### config.mk
export PLATFORM = sky130hd
export DESIGN_NAME = tone_seq_poly_flat
export DESIGN_NICKNAME = d
export VERILOG_FILES = /design/src/rtl/tone_pkg.sv /design/src/rtl/tone_seq_poly_if.sv /design/src/rtl/tone_voice.sv /design/src/rtl/tone_seq_poly.sv /design/src/flat_wrapper.sv
export SDC_FILE = /design/constraint.sdc
export NUM_CORES = 1
export LEC_CHECK = 0
export BUFFER_PORTS_ARGS = -buffer_cell sky130_fd_sc_hd__buf_4
export CORE_UTILIZATION = 41
export DETAILED_ROUTE_END_ITERATION = 12
export SLEW_MARGIN = 20
export SYNTH_ARGS = -nofsm -noshare
export SYNTH_HDL_FRONTEND = slang
export SYNTH_SLANG_ARGS = --single-unit
### constraint.sdc
create_clock -name clk -period 8.09 [get_ports clk]
set_clock_uncertainty 0.05 [all_clocks]
set_input_delay 0.809 -clock clk [delete_from_list [all_inputs] [get_ports clk]]
set_output_delay 0.809 -clock clk [all_outputs]
set_load 0.05 [all_outputs]
### src/rtl/tone_pkg.sv
// rtl/tone_pkg.sv - shared FSM encoding and constants for the polyphonic tone sequencer
package tone_pkg;

  typedef enum logic [1:0] {
    ST_IDLE = 2'd0,
    ST_LOAD = 2'd1,
    ST_PLAY = 2'd2,
    ST_DONE = 2'd3
  } state_t;

  // Articulation gap is the last dur>>ART_SHIFT clocks of every note
  localparam int ART_SHIFT = 3;

  // Mixer accumulator width: holds acc + popcount without overflow
  function automatic int acc_bw(input int channels);
    return $clog2(channels + 1) + 1;
  endfunction

endpackage

### src/rtl/tone_seq_poly_if.sv
// rtl/tone_seq_poly_if.sv - note ROM bus between the sequencer and the external note ROM
interface tone_seq_poly_if #(
  parameter int CHANNELS = 2,
  parameter int DIV_BW   = 16,
  parameter int SEQ_BW   = 6
);

  logic [SEQ_BW-1:0]          note_index;
  logic [CHANNELS*DIV_BW-1:0] divider;

  modport master (output note_index, input divider);
  modport slave  (input note_index, output divider);

endinterface

### src/rtl/tone_voice.sv
// rtl/tone_voice.sv - one square-wave voice: period register, wrap counter, rest detect
module tone_voice
  import tone_pkg::*;
#(
  parameter int DIV_BW = 16
) (
  input  logic              clk,
  input  logic              rst_n,
  input  logic              ena,
  input  logic              load,
  input  logic              run,
  input  logic              mute,
  input  logic [DIV_BW-1:0] divider,
  output logic              tone
);

  logic [DIV_BW-1:0] period;
  logic [DIV_BW-1:0] count;
  logic              rest;

  // Periods 0 and 1 cannot form a square wave, so they play as silence
  assign rest = (period < DIV_BW'(2));

  // Period latch on note load, free-running wrap counter while the note plays
  always_ff @(posedge clk or negedge rst_n) begin
    if (!rst_n) begin
      period <= '0;
      count  <= '0;
    end else if (ena) begin
      if (load) begin
        period <= divider;
        count  <= '0;
      end else if (run) begin
        if (rest || (count == period - 1'b1)) begin
          count <= '0;
        end else begin
          count <= count + 1'b1;
        end
      end
    end
  end

  // High for the first half of each period; the counter keeps running while muted
  assign tone = run && !mute && !rest && (count < (period >> 1));

endmodule

### src/rtl/tone_seq_poly.sv
// rtl/tone_seq_poly.sv - polyphonic note sequencer with sigma-delta voice mixer
module tone_seq_poly
  import tone_pkg::*;
#(
  parameter int              CHANNELS      = 2,
  parameter int              DIV_BW        = 16,
  parameter int              DUR_BW        = 24,
  parameter int              SEQ_BW        = 6,
  parameter logic [DUR_BW-1:0] NOTE_DURATION = 24'd2400000
) (
  input  logic                clk,
  input  logic                rst_n,
  input  logic                ena,
  input  logic                start_i,
  input  logic                stop_i,
  input  logic                loop_i,
  input  logic [1:0]          tempo_sel_i,
  input  logic [SEQ_BW-1:0]   seq_len_i,
  tone_seq_poly_if.master     rom,
  output logic [CHANNELS-1:0] tone_o,
  output logic                mix_o,
  output logic                busy_o,
  output logic                done_o
);

  localparam int ACC_BW = acc_bw(CHANNELS);

  state_t              state;
  logic [SEQ_BW-1:0]   note_index;
  logic [SEQ_BW-1:0]   seq_len;
  logic [SEQ_BW-1:0]   last_index;
  logic [1:0]          tempo;
  logic [DUR_BW-1:0]   dur_cnt;
  logic [DUR_BW-1:0]   dur_raw;
  logic [DUR_BW-1:0]   dur;
  logic [DUR_BW-1:0]   mute_from;
  logic                strobe;
  logic                mute;
  logic [ACC_BW-1:0]   acc;
  logic [ACC_BW-1:0]   tone_count;
  logic [ACC_BW-1:0]   acc_sum;

  assign rom.note_index = note_index;

  // A length of 0 wraps to all-ones, i.e. the full 2**SEQ_BW sequence
  assign last_index = seq_len - 1'b1;

  // Faster tempos shorten the note; a zero duration still plays one cycle
  assign dur_raw   = NOTE_DURATION >> tempo;
  assign dur       = (dur_raw == '0) ? DUR_BW'(1) : dur_raw;
  assign mute_from = dur - (dur >> ART_SHIFT);
  assign strobe    = (state == ST_PLAY) && (dur_cnt == dur - 1'b1);
  assign mute      = (dur_cnt >= mute_from);

  // Sequencer FSM: stop beats start beats end-of-note strobe
  always_ff @(posedge clk or negedge rst_n) begin
    if (!rst_n) begin
      state      <= ST_IDLE;
      note_index <= '0;
      seq_len    <= '0;
      tempo      <= '0;
      dur_cnt    <= '0;
      busy_o     <= 1'b0;
      done_o     <= 1'b0;
    end else if (ena) begin
      done_o <= 1'b0;
      if (stop_i) begin
        state  <= ST_IDLE;
        busy_o <= 1'b0;
      end else if (start_i) begin
        state      <= ST_LOAD;
        busy_o     <= 1'b1;
        note_index <= '0;
        seq_len    <= seq_len_i;
        tempo      <= tempo_sel_i;
      end else begin
        case (state)
          ST_LOAD: begin
            state   <= ST_PLAY;
            dur_cnt <= '0;
          end
          ST_PLAY: begin
            if (strobe) begin
              if (note_index != last_index) begin
                note_index <= note_index + 1'b1;
                state      <= ST_LOAD;
              end else if (loop_i) begin
                note_index <= '0;
                state      <= ST_LOAD;
              end else begin
                state  <= ST_DONE;
                busy_o <= 1'b0;
                done_o <= 1'b1;
              end
            end else begin
              dur_cnt <= dur_cnt + 1'b1;
            end
          end
          ST_DONE: state <= ST_IDLE;
          default: ;
        endcase
      end
    end
  end

  // One voice per channel, each fed its own slice of the ROM word
  for (genvar c = 0; c < CHANNELS; c++) begin : g_voice
    tone_voice #(
      .DIV_BW (DIV_BW)
    ) u_voice (
      .clk     (clk),
      .rst_n   (rst_n),
      .ena     (ena),
      .load    (state == ST_LOAD),
      .run     (state == ST_PLAY),
      .mute    (mute),
      .divider (rom.divider[c*DIV_BW +: DIV_BW]),
      .tone    (tone_o[c])
    );
  end

  // Count how many voices are currently high
  always_comb begin
    tone_count = '0;
    for (int c = 0; c < CHANNELS; c++) begin
      tone_count = tone_count + ACC_BW'(tone_o[c]);
    end
  end

  assign acc_sum = acc + tone_count;

  // First-order sigma-delta: output density tracks popcount/CHANNELS
  always_ff @(posedge clk or negedge rst_n) begin
    if (!rst_n) begin
      acc   <= '0;
      mix_o <= 1'b0;
    end else if (ena) begin
      if (acc_sum >= ACC_BW'(CHANNELS)) begin
        mix_o <= 1'b1;
        acc   <= acc_sum - ACC_BW'(CHANNELS);
      end else begin
        mix_o <= 1'b0;
        acc   <= acc_sum;
      end
    end
  end

endmodule

### src/flat_wrapper.sv
// flat-port wrapper written by rule: the top's interface ports become plain ports
module tone_seq_poly_flat import tone_pkg::*;
#(
  parameter int              CHANNELS      = 2,
  parameter int              DIV_BW        = 16,
  parameter int              DUR_BW        = 24,
  parameter int              SEQ_BW        = 6,
  parameter logic [DUR_BW-1:0] NOTE_DURATION = 24'd2400000
)
  (clk, rst_n, ena, start_i, stop_i, loop_i, tempo_sel_i, seq_len_i, tone_o, mix_o, busy_o, done_o, rom_note_index, rom_divider);
  tone_seq_poly_if #(.CHANNELS(CHANNELS), .DIV_BW(DIV_BW), .SEQ_BW(SEQ_BW)) rom_i ();
  input  logic clk;
  input  logic rst_n;
  input  logic ena;
  input  logic start_i;
  input  logic stop_i;
  input  logic loop_i;
  input  logic [1:0] tempo_sel_i;
  input  logic [SEQ_BW-1:0] seq_len_i;
  output logic [CHANNELS-1:0] tone_o;
  output logic mix_o;
  output logic busy_o;
  output logic done_o;
  output wire logic [$bits(rom_i.note_index)-1:0] rom_note_index;
  input wire logic [$bits(rom_i.divider)-1:0] rom_divider;
  assign rom_note_index = rom_i.note_index;
  assign rom_i.divider = rom_divider;
  tone_seq_poly #(.CHANNELS(CHANNELS), .DIV_BW(DIV_BW), .DUR_BW(DUR_BW), .SEQ_BW(SEQ_BW), .NOTE_DURATION(NOTE_DURATION)) u_core (.clk(clk), .rst_n(rst_n), .ena(ena), .start_i(start_i), .stop_i(stop_i), .loop_i(loop_i), .tempo_sel_i(tempo_sel_i), .seq_len_i(seq_len_i), .rom(rom_i), .tone_o(tone_o), .mix_o(mix_o), .busy_o(busy_o), .done_o(done_o));
endmodule
* Yosys cells after proc, flatten, opt, wreduce, memory -nomap -nowiden *
Cells that the tools add are included.
Widths: inputs -> output; s select.

word-level totals
  input port bits = 46
  bits in registers = 110

operators by class
  reductions and logical operators = 26
  add/subtract/negate cells = 12
  order comparisons = 6
  mux-type cells = 34
  shift-type cells = 1
  equality and inequality tests = 11
  bitwise gates (word level) = 2

operators with widths
  operator               number
  $mux 16                6
  $mux 24                2
  $pmux 24 s2            1
  $add 16x1->16 const B  2
  $eq 16x16->1           2
  $lt 16x15->1           2
  $lt 16x2->1 const B    2
  $sub 16x1->16 const B  2
  $mux 6                 5
  $add 24x1->24 const B  1
  $eq 24x24->1           1
  $ge 24x24->1           1
  $logic_not 24->1       1
  $shr 22x2->24 const A  1
  $sub 24x1->24 const B  1
  $sub 24x21->24         1
  $reduce_and 5->1       3
  $mux 1                 13
  $mux 2                 5
  $reduce_bool 3->1      3
  $add 6x1->6 const B    1
  $logic_and 1x1->1      6
  $ne 3x3->1 const B     2
  $ne 6x6->1             1
  other kinds (18)       27

* Depth between registers and ports, before layout *
  word-level depth = 13
  mapped depth = 22
  gate-level depth less buffers = 22

* Hierarchy *
Synthesis repeated with hierarchy kept, for this count alone.

second synthesis, totals
  cell total of the unflattened synthesis = 905
  area, all modules = 8,328.0 sq um

modules (own cells, without submodules)
  module                                   cells an instance  area an instance (sq um)  instances  seq. area each (sq um)
  tone_seq_poly                            378                3,453.3                   1          1,151.1
  tone_voice at u_core.g_voice[0].u_voice  264                2,463.6                   1          800.8
  tone_voice at u_core.g_voice[1].u_voice  263                2,411.1                   1          800.8

* Worst setup path after synthesis *
OpenSTA, ideal clock, no wires.

  kind = flip-flop to flip-flop
  start point = register u_core.tempo[1]
  end point = register u_core.acc[1]
  path buffers = 0
  data arrival time = 3.606 ns
  path slack = 4.300 ns
  stages on the path, launching flop included = 21
  clock period less this slack = 3.790 ns
  cells stage by stage = dfrtp_1 inv_1 ha_1 nor2_1 o311ai_0 ha_1 nand4_1 nor4_1 nor3b_1 o211ai_1 and3b_1 ha_1 ha_1 inv_1 fa_1 xor2_1 ha_1 nand2_1 mux2i_1 nand2_1 o21ai_0

between the ends
  word-level cells in the longest chain between the ends = 13

ends and longest elaborated chain
  what                                       RTL line                                    text
  start, declared                            tone_seq_poly.sv:32                         logic [1:0] tempo;
  start signal, assigned                     tone_seq_poly.sv:75                         tempo <= tempo_sel_i;
  $shr 22x2->24 (*)                          tone_seq_poly.sv:49                         assign dur_raw = NOTE_DURATION >> tempo;
  $logic_not 24->1                           tone_seq_poly.sv:50                         assign dur = (dur_raw == '0) ? DUR_BW'(1) : dur_raw;
  $mux 24 (*)                                tone_seq_poly.sv:50
  $sub 24x21->24 (*)                         tone_seq_poly.sv:51                         assign mute_from = dur - (dur >> ART_SHIFT);
  $ge 24x24->1 (*)                           tone_seq_poly.sv:53                         assign mute = (dur_cnt >= mute_from);
  $logic_not 1->1 (*)                        tone_voice.sv:44                            assign tone = run && !mute && !rest && (count < (period >> 1));
  $logic_and 1x1->1 (*) (3 in a row)         tone_voice.sv:44
  net u_core.g_voice[0].u_voice.tone         tone_voice.sv:14                            output logic tone
  $add 1x1->2 (*)                            tone_seq_poly.sv:126                        tone_count = tone_count + ACC_BW'(tone_o[c]);
  $add 3x3->3 (*)                            tone_seq_poly.sv:130                        assign acc_sum = acc + tone_count;
  $sub 3x2->3 or $ge 3x2->1 (tied branches)  tone_seq_poly.sv:140, tone_seq_poly.sv:138
  $mux 3 (*)                                 tone_seq_poly.sv:138                        if (acc_sum >= ACC_BW'(CHANNELS)) begin
  end signal, assigned                       tone_seq_poly.sv:140                        acc <= acc_sum - ACC_BW'(CHANNELS);
  end signal, assigned                       tone_seq_poly.sv:143                        acc <= acc_sum;
  end, declared                              tone_seq_poly.sv:39                         logic [ACC_BW-1:0] acc;

The timed path passes the listed nets; every way through them passes the cells marked *.
A chain may end at the register's enable or synchronous reset.

* Worst setup path in the final report *
  start point = register u_core.tempo[1]
  end point = register u_core.acc[1]

between the ends
  word-level cells in the longest chain between the ends = 13

ends and longest elaborated chain
  what                                       RTL line
  $shr 22x2->24 (*)                          tone_seq_poly.sv:49
  $logic_not 24->1                           tone_seq_poly.sv:50
  $mux 24 (*)                                tone_seq_poly.sv:50
  $sub 24x21->24 (*)                         tone_seq_poly.sv:51
  $ge 24x24->1 (*)                           tone_seq_poly.sv:53
  $logic_not 1->1 (*)                        tone_voice.sv:44
  $logic_and 1x1->1 (*)                      tone_voice.sv:44
  $logic_and 1x1->1 (2 in a row)             tone_voice.sv:44
  $add 1x1->2 (*)                            tone_seq_poly.sv:126
  $add 3x3->3 (*)                            tone_seq_poly.sv:130
  $sub 3x2->3 or $ge 3x2->1 (tied branches)  tone_seq_poly.sv:140, tone_seq_poly.sv:138
  $mux 3 (*)                                 tone_seq_poly.sv:138

Mark *: on every way between the ends. The rest lies on a longest branch, timed or not.

==> results.ini <==
[status]
status = finished clean

[timing]
hold_viol = 0
tns_ns = 0
fmax_mhz = 226.6
fin_crit_sh = 0.5455
timing.final.crit_period_ns = 4.413
worst_pin_slew_ns = 1.014
finalSetupViolCount = 0
timing.hold.ws_ns = 0.4669
slew_headroom = 0.3234
rsz0062_at_grt = no
slew_viol_final = 0

[synth]
yosys.area.top_type = dfrtp_1
ys_top_cells_by_area = dfrtp_1 (34%), ha_1 (11%), mux2_2 (5.9%)
avgSynthCellArea_um2 = 9.074
syn_inst = 905
ys_seq_elements = 110
synth_edf_count = 0
syn-cell-area_um2 = 8212
ys_types = 68
synth_ff_type = dfrtp_1
ys_warn_count = 0
yosysSeqAreaShare = 0.3352
synth_top_area_frac = 0.3352
synthArstFlopShare = 1.000

[worst_setup_path]
cp-end-kind = flip-flop
critPathLaunchType = flip-flop
rr_worst_depth = 21
path_max_fanout = 8
cp.required_ns = 8.32
critPathKind = flip-flop to flip-flop
arrival_ns = 4.64

[global_routing]
grt_pass1_vias = 6297
grt_antenna_before_repair = 0
grt_overflow = 0
grt_pass1_wl_mm = 32.18
grt_max_degree = 61
grt_usage = 0.1962

[routing]
drt_pass1_iterations = 5
wl_per_cell_um = 15.41
wl_mm = 18.74
vias_per_cell = 5.438
drtIter0Drc = 379
num_vias = 6612
drc = 0
ant_nets = 0

[clocking]
clk_pin_slew_worst_paths_ns = 0.08
cts_sinks = 110
cts-root-buf = clkbuf_16
clk_latency_ns = 0.36
post_cts_buffers = 0
clock_path_buffers = 2
tritoncts = built
cts_resized = 0
ctsHoldBuffers = 0
cts_buffers = 9
h-tree-depth = 3

[cells_and_area]
fin_area_um2 = 9195
area_growth_syn_to_layout_pct = 11.98
fin_nets = 1065
layout_common_cells = dfrtp_1 (110), ha_1 (72), nor2_1 (66)
drive_gt1_frac = 0.1420
n_antenna_cell = 0
layout_commonest_cell = dfrtp_1

[die]
initial_utilization = 0.4205
die_h_um = 143.5
die_w_um = 143.5
num_rows = 51
num_io_pins = 57
die_area_um2 = 20600
coreArea_um2 = 19530

[placed_design]
placed_area_um2 = 8872
place_congestion = 0.8545
dp_hpwl_mm = 13.75
port_buffers = 56

[worst_hold_path]
hp-class = flip-flop to flip-flop
holdPathStages = 1

[job]
maxCapViolCount = 0

[power]
powerDensity_nw_per_um2 = 251.1
vdd_drop_max_v = 0.0001131
p_leak_nw = 4.309
total_power_mw = 2.309

[flip-flops by register name (all words and copies together), names as in the netlist]
register,count
u_core.g_voice.u_voice.count,32
u_core.g_voice.u_voice.period,32
u_core.dur_cnt,24
u_core.rom.note_index,6
u_core.seq_len,6
u_core.acc,3
u_core.state,2
u_core.tempo,2
u_core.busy_o,1
u_core.done_o,1
u_core.mix_o,1
[synthesized netlist by cell type (all sizes together) (22+ instances only)]
cell type and instances:
a31oi 32, clkbuf 25, dfrtp 110, ha 72, inv 64, mux2 44, nand2 62, nand3 36
nand4 30, nor2 68, nor3 22, xnor2 29, xor2 42
[final cells by class]
| class | instances | area, um^2 |
|---|---|---|
| Multi-Input combinational cell | 696 | 5072 |
| Timing Repair Buffer | 65 | 491.7 |
| Inverter | 64 | 240.2 |
| Sequential cell | 110 | 2753 |
| Tap cell | 265 | 331.6 |
| Fill cell | 1927 | 10330 |
| Clock inverter | 5 | 63.81 |
| Clock buffer | 11 | 242.7 |
[through the flow]
stage                 util  setup slack (ns)  instances
finish              0.4709             3.677       1216
global route        0.4709             3.343       1216
CTS                 0.4701             3.715       1215
detailed placement  0.4544             3.752       1199
global placement    0.4544             3.917       1199
floorplan                -             4.300        908
[worst paths after layout]
path,from,endpoint,slack [ns]
min,u_core.acc[0]$_DFFE_PN0P_,u_core.acc[0]$_DFFE_PN0P_,0.47
max in group asynchronous,rst_n,u_core.state[1]$_DFFE_PN0P_,6.33
max,u_core.tempo[1]$_DFFE_PN0P_,u_core.acc[1]$_DFFE_PN0P_,3.68
max reg2reg,u_core.tempo[1]$_DFFE_PN0P_,u_core.acc[1]$_DFFE_PN0P_,3.68
min in group asynchronous,rst_n,u_core.g_voice[1].u_voice.period[10]$_DFFE_PN0P_,0.48
min reg2reg,u_core.acc[0]$_DFFE_PN0P_,u_core.acc[0]$_DFFE_PN0P_,0.47
[kinds of logic after synthesis]
group	after synthesis	synth area share
muxes	51	0.06887
other	1	0.0004567
xor gates and xnor gates	71	0.07573
adders and majority gates	73	0.1121
and+or+nand+nor	344	0.2284
DFF	110	0.3352
AOI/OAI and AO/OA	153	0.1292
buffers and inverters	102	0.04998
[power by group]
part,total [mW],switching (mW),internal [mW]
clock network,0.472,0.219,0.253
logic,0.933,0.481,0.452
registers,0.904,0.221,0.682
total,2.31,0.921,1.39
[metal layers]
metal / up-vias / GRT usage / part of all wire / routed length [um]
met2: 83 / 0.3245 / 0.47 / 8825
met5: - / 0 / 0 / 0
met4: 0 / 0.03807 / 0.0084 / 157
met1: 3159 / 0.2689 / 0.49 / 9223
li1: 3359 / - / - / -
met3: 11 / 0.03366 / 0.028 / 532
[worst max-delay path: stages (launching register included)]
cell and delay [ns]:
dfrtp_1 0.51, inv_1 0.18, ha_1 0.27, nor2_1 0.21, o311ai_0 0.20, ha_1 0.34
nand4_1 0.12, nor4_1 0.32, nor3b_1 0.13, nand2_1 0.07, a21oi_1 0.04, and3_1 0.21
ha_1 0.27, ha_1 0.13, inv_1 0.04, fa_1 0.41, xor2_1 0.24, ha_1 0.25
nand2_1 0.09, mux2i_1 0.13, nand2_1 0.06, o21ai_0 0.06
No activity file was read; power rests on OpenSTA's default activity.
